File: src/rtl/logic_unit_pkg.sv
// -----------------------------------------------------------------------------
// logic_unit_pkg
// Shared definitions for the pipelined logic unit:
//   - opcode encodings carried on ALU_FUN[2:0]
//   - index of the illegal-opcode bit within ALU_FUN
//   - layout of the per-stage payload: {err, par, zero, result[WIDTH-1:0]}
// -----------------------------------------------------------------------------
package logic_unit_pkg;

    // Opcodes on ALU_FUN[2:0]
    localparam logic [2:0] OP_AND   = 3'd0;
    localparam logic [2:0] OP_OR    = 3'd1;
    localparam logic [2:0] OP_NAND  = 3'd2;
    localparam logic [2:0] OP_NOR   = 3'd3;
    localparam logic [2:0] OP_XOR   = 3'd4;
    localparam logic [2:0] OP_XNOR  = 3'd5;
    localparam logic [2:0] OP_NOTA  = 3'd6;
    localparam logic [2:0] OP_PASSA = 3'd7;

    // ALU_FUN[3] set marks the transaction as illegal
    localparam int ERR_BIT = 3;

    // Payload = result followed by three flag bits, placed just above it
    localparam int FLAG_W   = 3;
    localparam int FLD_ZERO = 0;
    localparam int FLD_PAR  = 1;
    localparam int FLD_ERR  = 2;

    function automatic int payload_width(input int width);
        return width + FLAG_W;
    endfunction

endpackage

File: src/rtl/logic_unit_pipe_stage.sv
// -----------------------------------------------------------------------------
// logic_pipe_stage
// One elastic register stage of the logic unit pipeline. Holds a valid bit
// and a payload; loads whenever it is empty or its contents are leaving.
// Ports:
//   clk, RST       clock, synchronous active-high reset
//   i_vld, i_data  upstream valid / payload
//   i_rdy          downstream can take this stage's contents this cycle
//   o_vld, o_data  registered valid / payload
// The upstream-facing ready is computed by the parent from all stage valids,
// so the ready chain has no combinational path through these instances.
// -----------------------------------------------------------------------------
module logic_pipe_stage
    import logic_unit_pkg::*;
#(
    parameter int PL_W = payload_width(16)
) (
    input  logic            clk,
    input  logic            RST,
    input  logic            i_vld,
    input  logic [PL_W-1:0] i_data,
    input  logic            i_rdy,
    output logic            o_vld,
    output logic [PL_W-1:0] o_data
);

    logic            r_vld;
    logic [PL_W-1:0] r_data;
    logic            w_load;

    // Stage may take new contents when empty or when its contents move on
    assign w_load = !r_vld || i_rdy;

    always_ff @(posedge clk) begin
        if (RST) begin
            r_vld  <= 1'b0;
            r_data <= '0;
        end else if (w_load) begin
            r_vld <= i_vld;
            if (i_vld) begin
                r_data <= i_data;
            end
        end
    end

    assign o_vld  = r_vld;
    assign o_data = r_data;

endmodule

File: src/rtl/logic_unit_pipe.sv
// -----------------------------------------------------------------------------
// logic_unit_pipe
// Elastic, pipelined bitwise logic unit. Computes one of eight bitwise
// functions of A and B, derives zero/parity/illegal flags, and carries the
// result through PIPE_DEPTH valid/ready register stages with backpressure.
// Ports:
//   clk, RST    clock, synchronous active-high reset
//   A, B        WIDTH-bit operands
//   ALU_FUN     [2:0] opcode, [3] illegal marker
//   Logic_EN    input valid;  Logic_RDY  unit can accept this cycle
//   Out_RDY     downstream ready
//   Logic_OUT   result (0 when Logic_Flag=0)
//   Logic_Flag  result valid
//   Logic_Zero  result is zero;  Logic_Par  XOR of result bits
//   Logic_Err   transaction carried ALU_FUN[3]=1
//   Ops_CNT     completed output transfers, wrapping
// -----------------------------------------------------------------------------
module logic_unit_pipe
    import logic_unit_pkg::*;
#(
    parameter int WIDTH      = 16,
    parameter int PIPE_DEPTH = 2,
    parameter int CNT_W      = 8
) (
    input  logic             clk,
    input  logic             RST,
    input  logic [WIDTH-1:0] A,
    input  logic [WIDTH-1:0] B,
    input  logic [3:0]       ALU_FUN,
    input  logic             Logic_EN,
    output logic             Logic_RDY,
    input  logic             Out_RDY,
    output logic [WIDTH-1:0] Logic_OUT,
    output logic             Logic_Flag,
    output logic             Logic_Zero,
    output logic             Logic_Par,
    output logic             Logic_Err,
    output logic [CNT_W-1:0] Ops_CNT
);

    localparam int PL_W = payload_width(WIDTH);

    // ---------------------------------------------------------------------
    // Input-side function and flag generation
    // ---------------------------------------------------------------------
    logic [WIDTH-1:0] w_res;
    logic             w_err;
    logic             w_zero;
    logic             w_par;

    always_comb begin
        w_res = '0;
        w_err = ALU_FUN[ERR_BIT];
        // Illegal opcodes keep the forced-zero result
        if (!w_err) begin
            case (ALU_FUN[2:0])
                OP_AND:   w_res = A & B;
                OP_OR:    w_res = A | B;
                OP_NAND:  w_res = ~(A & B);
                OP_NOR:   w_res = ~(A | B);
                OP_XOR:   w_res = A ^ B;
                OP_XNOR:  w_res = ~(A ^ B);
                OP_NOTA:  w_res = ~A;
                OP_PASSA: w_res = A;
                default:  w_res = '0;
            endcase
        end
        w_zero = ~|w_res;
        w_par  = ^w_res;
    end

    // ---------------------------------------------------------------------
    // Stage chain. Index k of w_vld/w_pl is the input of stage k; index
    // PIPE_DEPTH is the output of the last stage. w_rdy[k] means stage k
    // can load this cycle; w_rdy[PIPE_DEPTH] is the downstream ready.
    // ---------------------------------------------------------------------
    logic [PIPE_DEPTH:0]           w_vld;
    logic [PIPE_DEPTH:0][PL_W-1:0] w_pl;
    logic [PIPE_DEPTH:0]           w_rdy;

    assign w_vld[0] = Logic_EN && !RST;
    assign w_pl[0]  = {w_err, w_par, w_zero, w_res};

    assign w_rdy[PIPE_DEPTH] = Out_RDY;

    for (genvar g = 0; g < PIPE_DEPTH; g++) begin : g_stage
        // Stage g can load when the output is taking data or any stage from
        // g onward holds a bubble; written from the stage valids directly
        // so ready never loops back through itself.
        assign w_rdy[g] = Out_RDY || !(&w_vld[PIPE_DEPTH:g+1]);

        logic_pipe_stage #(.PL_W(PL_W)) u_stage (
            .clk    (clk),
            .RST    (RST),
            .i_vld  (w_vld[g]),
            .i_data (w_pl[g]),
            .i_rdy  (w_rdy[g+1]),
            .o_vld  (w_vld[g+1]),
            .o_data (w_pl[g+1])
        );
    end

    // Nothing is accepted while reset is held
    assign Logic_RDY = !RST && w_rdy[0];

    // ---------------------------------------------------------------------
    // Output gating
    // ---------------------------------------------------------------------
    logic [PL_W-1:0] w_out_pl;

    assign Logic_Flag = w_vld[PIPE_DEPTH];
    assign w_out_pl   = Logic_Flag ? w_pl[PIPE_DEPTH] : '0;
    assign Logic_OUT  = w_out_pl[WIDTH-1:0];
    assign Logic_Zero = w_out_pl[WIDTH+FLD_ZERO];
    assign Logic_Par  = w_out_pl[WIDTH+FLD_PAR];
    assign Logic_Err  = w_out_pl[WIDTH+FLD_ERR];

    // ---------------------------------------------------------------------
    // Completed-transfer counter, wraps silently
    // ---------------------------------------------------------------------
    logic [CNT_W-1:0] r_cnt;

    always_ff @(posedge clk) begin
        if (RST) begin
            r_cnt <= '0;
        end else if (Logic_Flag && Out_RDY) begin
            r_cnt <= r_cnt + 1'b1;
        end
    end

    assign Ops_CNT = r_cnt;

endmodule
File: config.mk
export PLATFORM = sky130hd
export DESIGN_NAME = logic_unit_pipe
export DESIGN_NICKNAME = d
export VERILOG_FILES = /design/src/rtl/logic_unit_pkg.sv /design/src/rtl/logic_unit_pipe_stage.sv /design/src/rtl/logic_unit_pipe.sv
export SDC_FILE = /design/constraint.sdc
export NUM_CORES = 1
export LEC_CHECK = 0
export CAP_MARGIN = 20
export CELL_PAD_IN_SITES_DETAIL_PLACEMENT = 0
export CELL_PAD_IN_SITES_GLOBAL_PLACEMENT = 1
export CORE_MARGIN = 2
export CORE_UTILIZATION = 32
export DETAILED_ROUTE_END_ITERATION = 10
export GPL_TIMING_DRIVEN = 0
export PLACE_DENSITY = 0.69
export SLEW_MARGIN = 20
export SYNTH_ARGS = -nofsm -noshare
export SYNTH_HDL_FRONTEND = slang
export SYNTH_SLANG_ARGS = --single-unit
File: constraint.sdc
create_clock -name clk -period 2.65 [get_ports clk]
set_input_delay 0.3975 -clock clk [delete_from_list [all_inputs] [get_ports clk]]
set_output_delay 0.3975 -clock clk [all_outputs]
set_load 0.01 [all_outputs]
==> key figures, run 1 <==
Hold path
  – Hold WC Path Type: reg2reg
  – Hold depth: 2
  – Worst Hold Path EP: g_stage[1].u_stage.o_data[1]
  – Hold Path Origin: g_stage[1].u_stage.o_data[1]

Yosys
  – Syn Area/Cell: around 8.1 sq um
  – Top cell type by total area after synthesis: dfxtp_1
  – Flops & latches, synth: 48
  – Post-Synthesis Cells: roughly 460
  – Yosys warns: 0
  – Post-synthesis simple-gate area fraction: 21.9%
  – Synth area leaders: dfxtp_1 26%, ha_1 14%, nand2_1 7.8%
  – Synth Area in XOR/XNOR: a little over a tenth
  – Post-Syn Area: approximately 0.0037 sq mm
  – Synth Area in Compound Gates: 19.3%
  – Top cell type's share of synthesized area: 26.1%
  – Largest family of logic cells by synthesized area: simple AND/OR/NAND/NOR gates
  – Adder-cell share of the synthesized area: 14.0%
  – Post-synthesis sequential area ratio: 26.1%
  – Proportion of synthesized area in mux cells: 0%
  – Synthesized Nets: 537
  – Yosys cell types: 33

Worst setup path
  – Critical path's top delay family: adder cells
  – Buf+Inv Stages, Crit Path: 2
  – Crit path launch type: primary input
  – Crit path DAT: 2.70 ns
  – Crit path cell chain: clkdlybuf4s50_1 > inv_2 > ha_4 > xor2_2 > a2bb2oi_2 > o211ai_1 > nand3_1 > ha_4 > xnor2_4 > xnor2_2 > xnor2_1 > o21ai_1
  – CP Max Fanout: 2
  – Worst R2R Path Depth: 4
  – Critical path type: in2reg
  – Reg2Reg Setup Slack: 0.86 ns
  – Stages on worst setup path: 12
  – Reg2reg end: g_stage[0].u_stage.o_data[1]
  – Worst path most repeated cell: ha_4
  – Crit. End Element: register
  – CP max-delay cell: clkdlybuf4s50_1
  – Reg2reg start: g_stage[1].u_stage.o_vld
  – Slowest Stage Delay on Critical Path: 0.49 ns
  – WP data required: ~2.8 ns

Die
  – Starting Density: approximately 32%
  – DIE HEIGHT: between 100 and 150 microns
  – Core Box Area: 0.0113 sq mm
  – Die area: 0.0124 sq mm
  – Die width: 111 microns
  – # rows: 39
  – # IOs: 69

Status
  – Status: finished, final reports clean

STA
  – Clock Skews: 0.00523 ns
  – Fin. Hold Viols: 0
  – Worst-Margin Slew: 0.540 ns
  – Setup violators final: 0
  – Final period utilization: 95.8%
  – Max Freq: 0.394 GHz
  – Slew Viols, Final: 0
  – Hold_ws: approximately 0.45 ns
  – Rel. slew slack: around 64%
  – Final min period: around 2.5 ns
  – Worst setup margin: 0.112 ns

Clock tree
  – Clock Path Buffers: 2
  – TritonCTS Buffers: 5
  – CTS clk-pin slew, worst paths: 0.07 ns
  – Clk sinks: 48
  – CTS tree: done
  – H-Tree Level Count: 2
  – Root Buffer: clkbuf_16
  – Worst-Skew Late Latency: 0.28 ns
  – CTS Hold Bufs: 0

Global route
  – Global-route wire length before repair: 15600 microns
  – Grt ovf: 0
  – Largest net degree at the start of global routing: 16
  – GR Util All Layers: 15.0%
  – Vias in the first global route: 3245
  – Initial antenna violation count: 0

Power and ir drop
  – Pleak: 2.15 nW
  – Design Power: 2.18 mW
  – Peak VDD IR: about 0.25 mV
  – Power Density: 427 mW/mm^2

Finish
  – Layout cells sized above 1: between 10% and 20%
  – Fin nets: 630
  – Layout fillers: 1145
  – Post-route insts no fill: 693
  – Final Util: 45.0%
  – N_diodes: 0
  – Area grow syn2layout: 38.6%

Detailed routing
  – Wire per inst: 14.0 microns
  – Routed WL: 9670 microns
  – ANT nets after route: 0
  – First DRT Iteration DRCs: 133
  – DRC viols: 0
  – Via/cell ratio: 4.94
  – 1st-pass router iterations: 4
  – Via Count: 3420

Placed design
  – Placed Cells: 664
  – Port Buf Inserts: 65
  – GPL Wtd Cong: 0.816
  – Post-DP HPWL: between 7000 and 8000 microns
  – Place WS: -0.546 ns

Job
  – Max capacitance violation total: 0
==> cell type report <==
type	count	area [sq um]	share of cell area, %
Buffer	32	178	3.49
Sequential cell	48	961	18.9
Clock inverter	3	42.5	0.835
Clock buffer	5	125	2.46
Timing Repair Buffer	86	851	16.7
Inverter	36	135	2.65
Multi-Input combinational cell	340	2620	51.5
Tap cell	143	179	3.51
==> worst min-delay path: cells and delay by family (launching register included) <==
kind	cells	cell delay [ns]
flip-flops	1	0.31
AND/OR/NAND/NOR	1	0.05
AO/OA/AOI/OAI	1	0.05
==> cells in the final DEF, fill, tap and decap left out, drive strengths merged, types with 2 or more instances in the layout <==
master         count
nand2             76
clkdlybuf4s50     42
nand3b             6
xnor2             26
nand4              3
or2               15
nand2b             2
inv               36
or3                4
o211ai            15
ha                41
dfxtp             48
a32o              15
xor2              18
nand3             20
o21ai              4
dlygate4sd2        4
dlymetal6s2s      19
and2              21
nor2              12
clkbuf            17
a2bb2oi           16
a32oi             15
buf               41
a21oi             24
==> metrics by stage <==
step / cell area, sq um / TNS, ns
after floorplan: 3680 / 0
after global placement: 4510 / -0.557
after detailed placement: 4510 / -0.546
after CTS: 4790 / 0
final: 5090 / 0
after global routing: 5090 / -0.0275
==> cell families after synthesis <==
group           after synthesis
simple gates                163
compound gates               92
buf+inv                      68
flops                        48
xor+xnor                     44
fa+ha+maj                    41
==> flip-flops by register name (all words and copies together) (netlist names) <==
name	count
g_stage.u_stage.o_data	38
Ops_CNT	8
g_stage.u_stage.o_vld	2
==> Yosys cell counts <==
master and instances:
nand3b_1 6, a32o_1 15, and2_1 21, ha_1 41
inv_1 36, xnor2_1 26, buf_2 11, buf_6 2
a21oi_1 24, nand2_1 76, a32oi_1 15, and2b_1 1
o41ai_2 1, nor4_1 1, or3_1 3, o31ai_1 1
nand2b_1 2, dfxtp_1 48, o211ai_1 15, clkbuf_1 12
nor2_1 12, o21ai_0 4, or2_1 15, a2bb2oi_1 16
xor2_1 18, o2111a_1 1, or3_4 1, nor3_1 1
buf_1 2, nand3_1 20, buf_4 5, nor4b_4 1
nand4_1 3
==> metal layers <==
metal	GRT usage (%)	vias to the layer above	routed length, microns
met1	20.4	1577	4650
met4	2.72	0	36
li1	-	1752	-
met2	25.9	89	4540
met5	0	-	0
met3	1.75	2	452
==> how the worst max path moves through the flow <==
stage          startpoint                             to  slack, ns
2_1_floorplan  ALU_FUN[2]  g_stage[0].u_stage.o_data[17]       0.22
3_3_place_gp   ALU_FUN[2]  g_stage[0].u_stage.o_data[17]      -0.55
3_5_place_dp   ALU_FUN[2]  g_stage[0].u_stage.o_data[17]      -0.55
4_1_cts              A[8]  g_stage[0].u_stage.o_data[17]      0.002
5_1_grt             B[15]  g_stage[0].u_stage.o_data[17]      -0.03
6_report             B[2]  g_stage[0].u_stage.o_data[17]       0.11
==> repair_timing <==
action | in CTS | in global routing
pin swaps | 16 | 38
setup endpoints to repair | 1 | 1
buffers inserted | 9 | 12
gates resized for setup | 14 | 40
==> power breakdown <==
group / internal, mW / switching (mW)
clock: 0.443 / 0.270
combinational: 0.368 / 0.324
sequential: 0.752 / 0.0187
(Power assumes the default switching activity.)
==> run 2, diff against run 1 <==
--- a/config.mk
+++ b/config.mk
@@ -5,6 +5,7 @@
 export SDC_FILE = /design/constraint.sdc
 export NUM_CORES = 1
 export LEC_CHECK = 0
+export ABC_AREA = 1
 export CAP_MARGIN = 20
 export CELL_PAD_IN_SITES_DETAIL_PLACEMENT = 0
 export CELL_PAD_IN_SITES_GLOBAL_PLACEMENT = 1
@@ -12,7 +13,7 @@
 export CORE_UTILIZATION = 32
 export DETAILED_ROUTE_END_ITERATION = 10
 export GPL_TIMING_DRIVEN = 0
-export PLACE_DENSITY = 0.69
+export PLACE_DENSITY = 0.72
 export SLEW_MARGIN = 20
 export SYNTH_ARGS = -nofsm -noshare
 export SYNTH_HDL_FRONTEND = slang
==> constraint.sdc (replaced) <==
create_clock -name clk -period 2.65 [get_ports clk]
set_input_delay 0.3975 -clock clk [delete_from_list [all_inputs] [get_ports clk]]
set_output_delay 0.3975 -clock clk [all_outputs]
set_load 0.02 [all_outputs]
==> key figures, run 2 <==
Status
  – Status: finished, final reports clean

Finish
  – Post-route insts no fill: roughly 960
  – Max reg flops: 38
  – Final Util: 41.7%
  – Most common cell after layout, fill and taps aside: nand2_1
  – Leading cell types in the layout, fill and taps excluded: 165 x nand2_1, 107 x inv_1, 86 x nor2_1
  – Area grow syn2layout: 28.0%
  – N_diodes: 0
  – Finished Cell Area: 0.00548 sq mm
  – Fin nets: 860
  – Layout cells sized above 1: 7.95%

Clock tree
  – Worst-Skew Late Latency: ~0.29 ns
  – TritonCTS Buffers: 5
  – CTS Hold Bufs: 0
  – CTS tree: done
  – Clock Path Buffers: 2
  – H-Tree Level Count: 2
  – Clk sinks: 48
  – Root Buffer: clkbuf_16
  – CTS clk-pin slew, worst paths: 0.06 ns

Die
  – Core Box Area: 0.0131 sq mm
  – DIE HEIGHT: 120 microns
  – Die width: 120 microns
  – # IOs: just under 70
  – # rows: 42
  – Starting Density: between 30% and 40%
  – Die area: 0.0143 sq mm

Hold path
  – Hold depth: 2
  – Hold Path Origin: g_stage[0].u_stage.o_data[17]
  – Hold WC Path Type: reg2reg
  – Worst Hold Path EP: g_stage[1].u_stage.o_data[17]

Yosys
  – Synth area leaders: dfxtp_1 22%, nand2_1 15%, ha_1 12%
  – Post-synth EDFFs: 0
  – Post-synthesis sequential area ratio: 22.4%
  – Flops & latches, synth: 48
  – Top cell type's share of synthesized area: roughly 22%
  – Post-Syn Area: between 0.004 and 0.005 sq mm
  – Top_reg_cell synth: dfxtp_1
  – Top cells by count, synth: 166 x nand2_1, 107 x inv_1, 87 x nor2_1, 70 x nand3_1, 48 x dfxtp_1
  – Top cell type by total area after synthesis: dfxtp_1
  – Yosys warns: 0
  – Share of flip-flops with an asynchronous set or reset: 0%
  – Most common cell in the netlist: nand2_1
  – Post-Synthesis Cells: 695
  – Synthesized Nets: 776
  – Yosys cell types: 25
  – Syn Area/Cell: between 6 and 7 sq um

Worst setup path
  – Critical path type: in2reg
  – Worst R2R Path Depth: 8
  – Crit path DAT: 2.67 ns
  – Crit. End Element: register
  – WP data required: 2.89 ns
  – Crit path launch type: primary input
  – Reg2reg start: g_stage[1].u_stage.o_vld
  – CP Max Fanout: 3
  – Reg2reg end: g_stage[0].u_stage.o_data[11]
  – Reg2Reg Setup Slack: 1.26 ns

STA
  – Setup violators final: 0
  – Final min period: approximately 2.4 ns
  – Max Freq: 0.411 GHz
  – Slew Viols, Final: 0
  – Final period utilization: 91.8%
  – Rel. slew slack: 65.4%
  – Hold_ws: 0.448 ns
  – Fin. Hold Viols: 0
  – Worst setup margin: between 0.2 and 0.25 ns
  – RSZ-0062 raised after global routing: no
  – Worst-Margin Slew: just over 0.5 ns
  – Post-route setup TNS: 0 ns
  – Clock Skews: 0.00345 ns

Placed design
  – Port Buf Inserts: 66
  – Place WS: -0.257 ns
  – GPL Wtd Cong: 0.855
  – DP Area: 0.00517 sq mm
  – Placed Cells: ~940
  – Post-DP HPWL: 9740 microns

Power and ir drop
  – Design Power: 2.10 mW
  – Pleak: a little under 3 nW
  – Peak VDD IR: 0.203 mV
  – Power Density: about 380 mW/mm^2

Global route
  – Vias in the first global route: 4191
  – Grt ovf: 0
  – GR Util All Layers: 17.4%
  – Initial antenna violation count: 0
  – Global-route wire length before repair: 20200 microns
  – Largest net degree at the start of global routing: 15

Detailed routing
  – Wire per inst: 13.0 microns
  – First DRT Iteration DRCs: 310
  – Routed WL: 12400 microns
  – Via/cell ratio: 4.70
  – ANT nets after route: 0
  – 1st-pass router iterations: 5
  – Via Count: 4489
  – DRC viols: 0

Job
  – Max capacitance violation total: 0
run 2: changes by cell type after synthesis, sizes merged, moves of 24 or more:
cell and change:
nand2 +91, nor2 +79, inv +73, o21ai +52
nand3 +51, nand4 +32, xnor2 -25, nand3b +24
run 2: worst max-delay path by stage:
| stage | from | end | slack (ns) | cells after the start |
|---|---|---|---|---|
| 2_1_floorplan | ALU_FUN[2] | g_stage[0].u_stage.o_data[17] | 0.63 | 17 |
| 3_3_place_gp | ALU_FUN[1] | g_stage[0].u_stage.o_data[17] | -0.22 | 17 |
| 3_5_place_dp | ALU_FUN[1] | g_stage[0].u_stage.o_data[17] | -0.26 | 18 |
| 4_1_cts | ALU_FUN[1] | g_stage[0].u_stage.o_data[17] | 0.07 | 16 |
| 5_1_grt | A[15] | g_stage[0].u_stage.o_data[17] | 0.004 | 19 |
| 6_report | A[6] | g_stage[0].u_stage.o_data[17] | 0.22 | 19 |
run 2: cell families after synthesis:
logic type      synth area share (%)
flops                           22.4
fa+ha+maj                       12.0
compound gates                  7.18
simple gates                    42.5
buf+inv                         15.7
xor+xnor                       0.204
run 2: routing by layer:
metal / GRT usage [%] / vias to the layer above / wire length, microns
met2: 30.4 / 132 / 5930
met3: 1.85 / 16 / 622
li1: - / 2384 / -
met1: 22.4 / 1957 / 5710
met5: 0 / - / 0
met4: 5.44 / 0 / 121
run 2: cell type report:
| cell class | count | area, sq um |
|---|---|---|
| Tap cell | 176 | 220 |
| Timing Repair Buffer | 77 | 791 |
| Fill cell | 1425 | 7650 |
| Multi-Input combinational cell | 497 | 2660 |
| Clock buffer | 6 | 139 |
| Inverter | 110 | 415 |
| Sequential cell | 48 | 961 |
| Buffer | 40 | 292 |
| Clock inverter | 2 | 10.0 |
run 2: critical path, cell delays in order:
cell and delay, ns:
clkdlybuf4s50_1 0.52, inv_1 0.10, ha_1 0.31, inv_1 0.06, nand4_1 0.09, nand2_1 0.08, nor2_1 0.04, nand2_1 0.07
nand2_1 0.06, ha_1 0.32, nand2_1 0.10, inv_1 0.04, nor2_1 0.12, nand2_1 0.07, nand2_1 0.06, nand2_1 0.05
nand3_1 0.10, nand2_1 0.06, inv_1 0.05
run 2: what timing repair did:
item                                    in CTS  in global routing
endpoints found under the setup margin       0                  6
buffers inserted                             0                  8
gates resized for setup                      0                 19
run 2: power by group:
| group | internal (mW) | switching, mW |
|---|---|---|
| combinational | 0.287 | 0.407 |
| clock | 0.371 | 0.249 |
| sequential | 0.764 | 0.0206 |
| total | 1.42 | 0.677 |
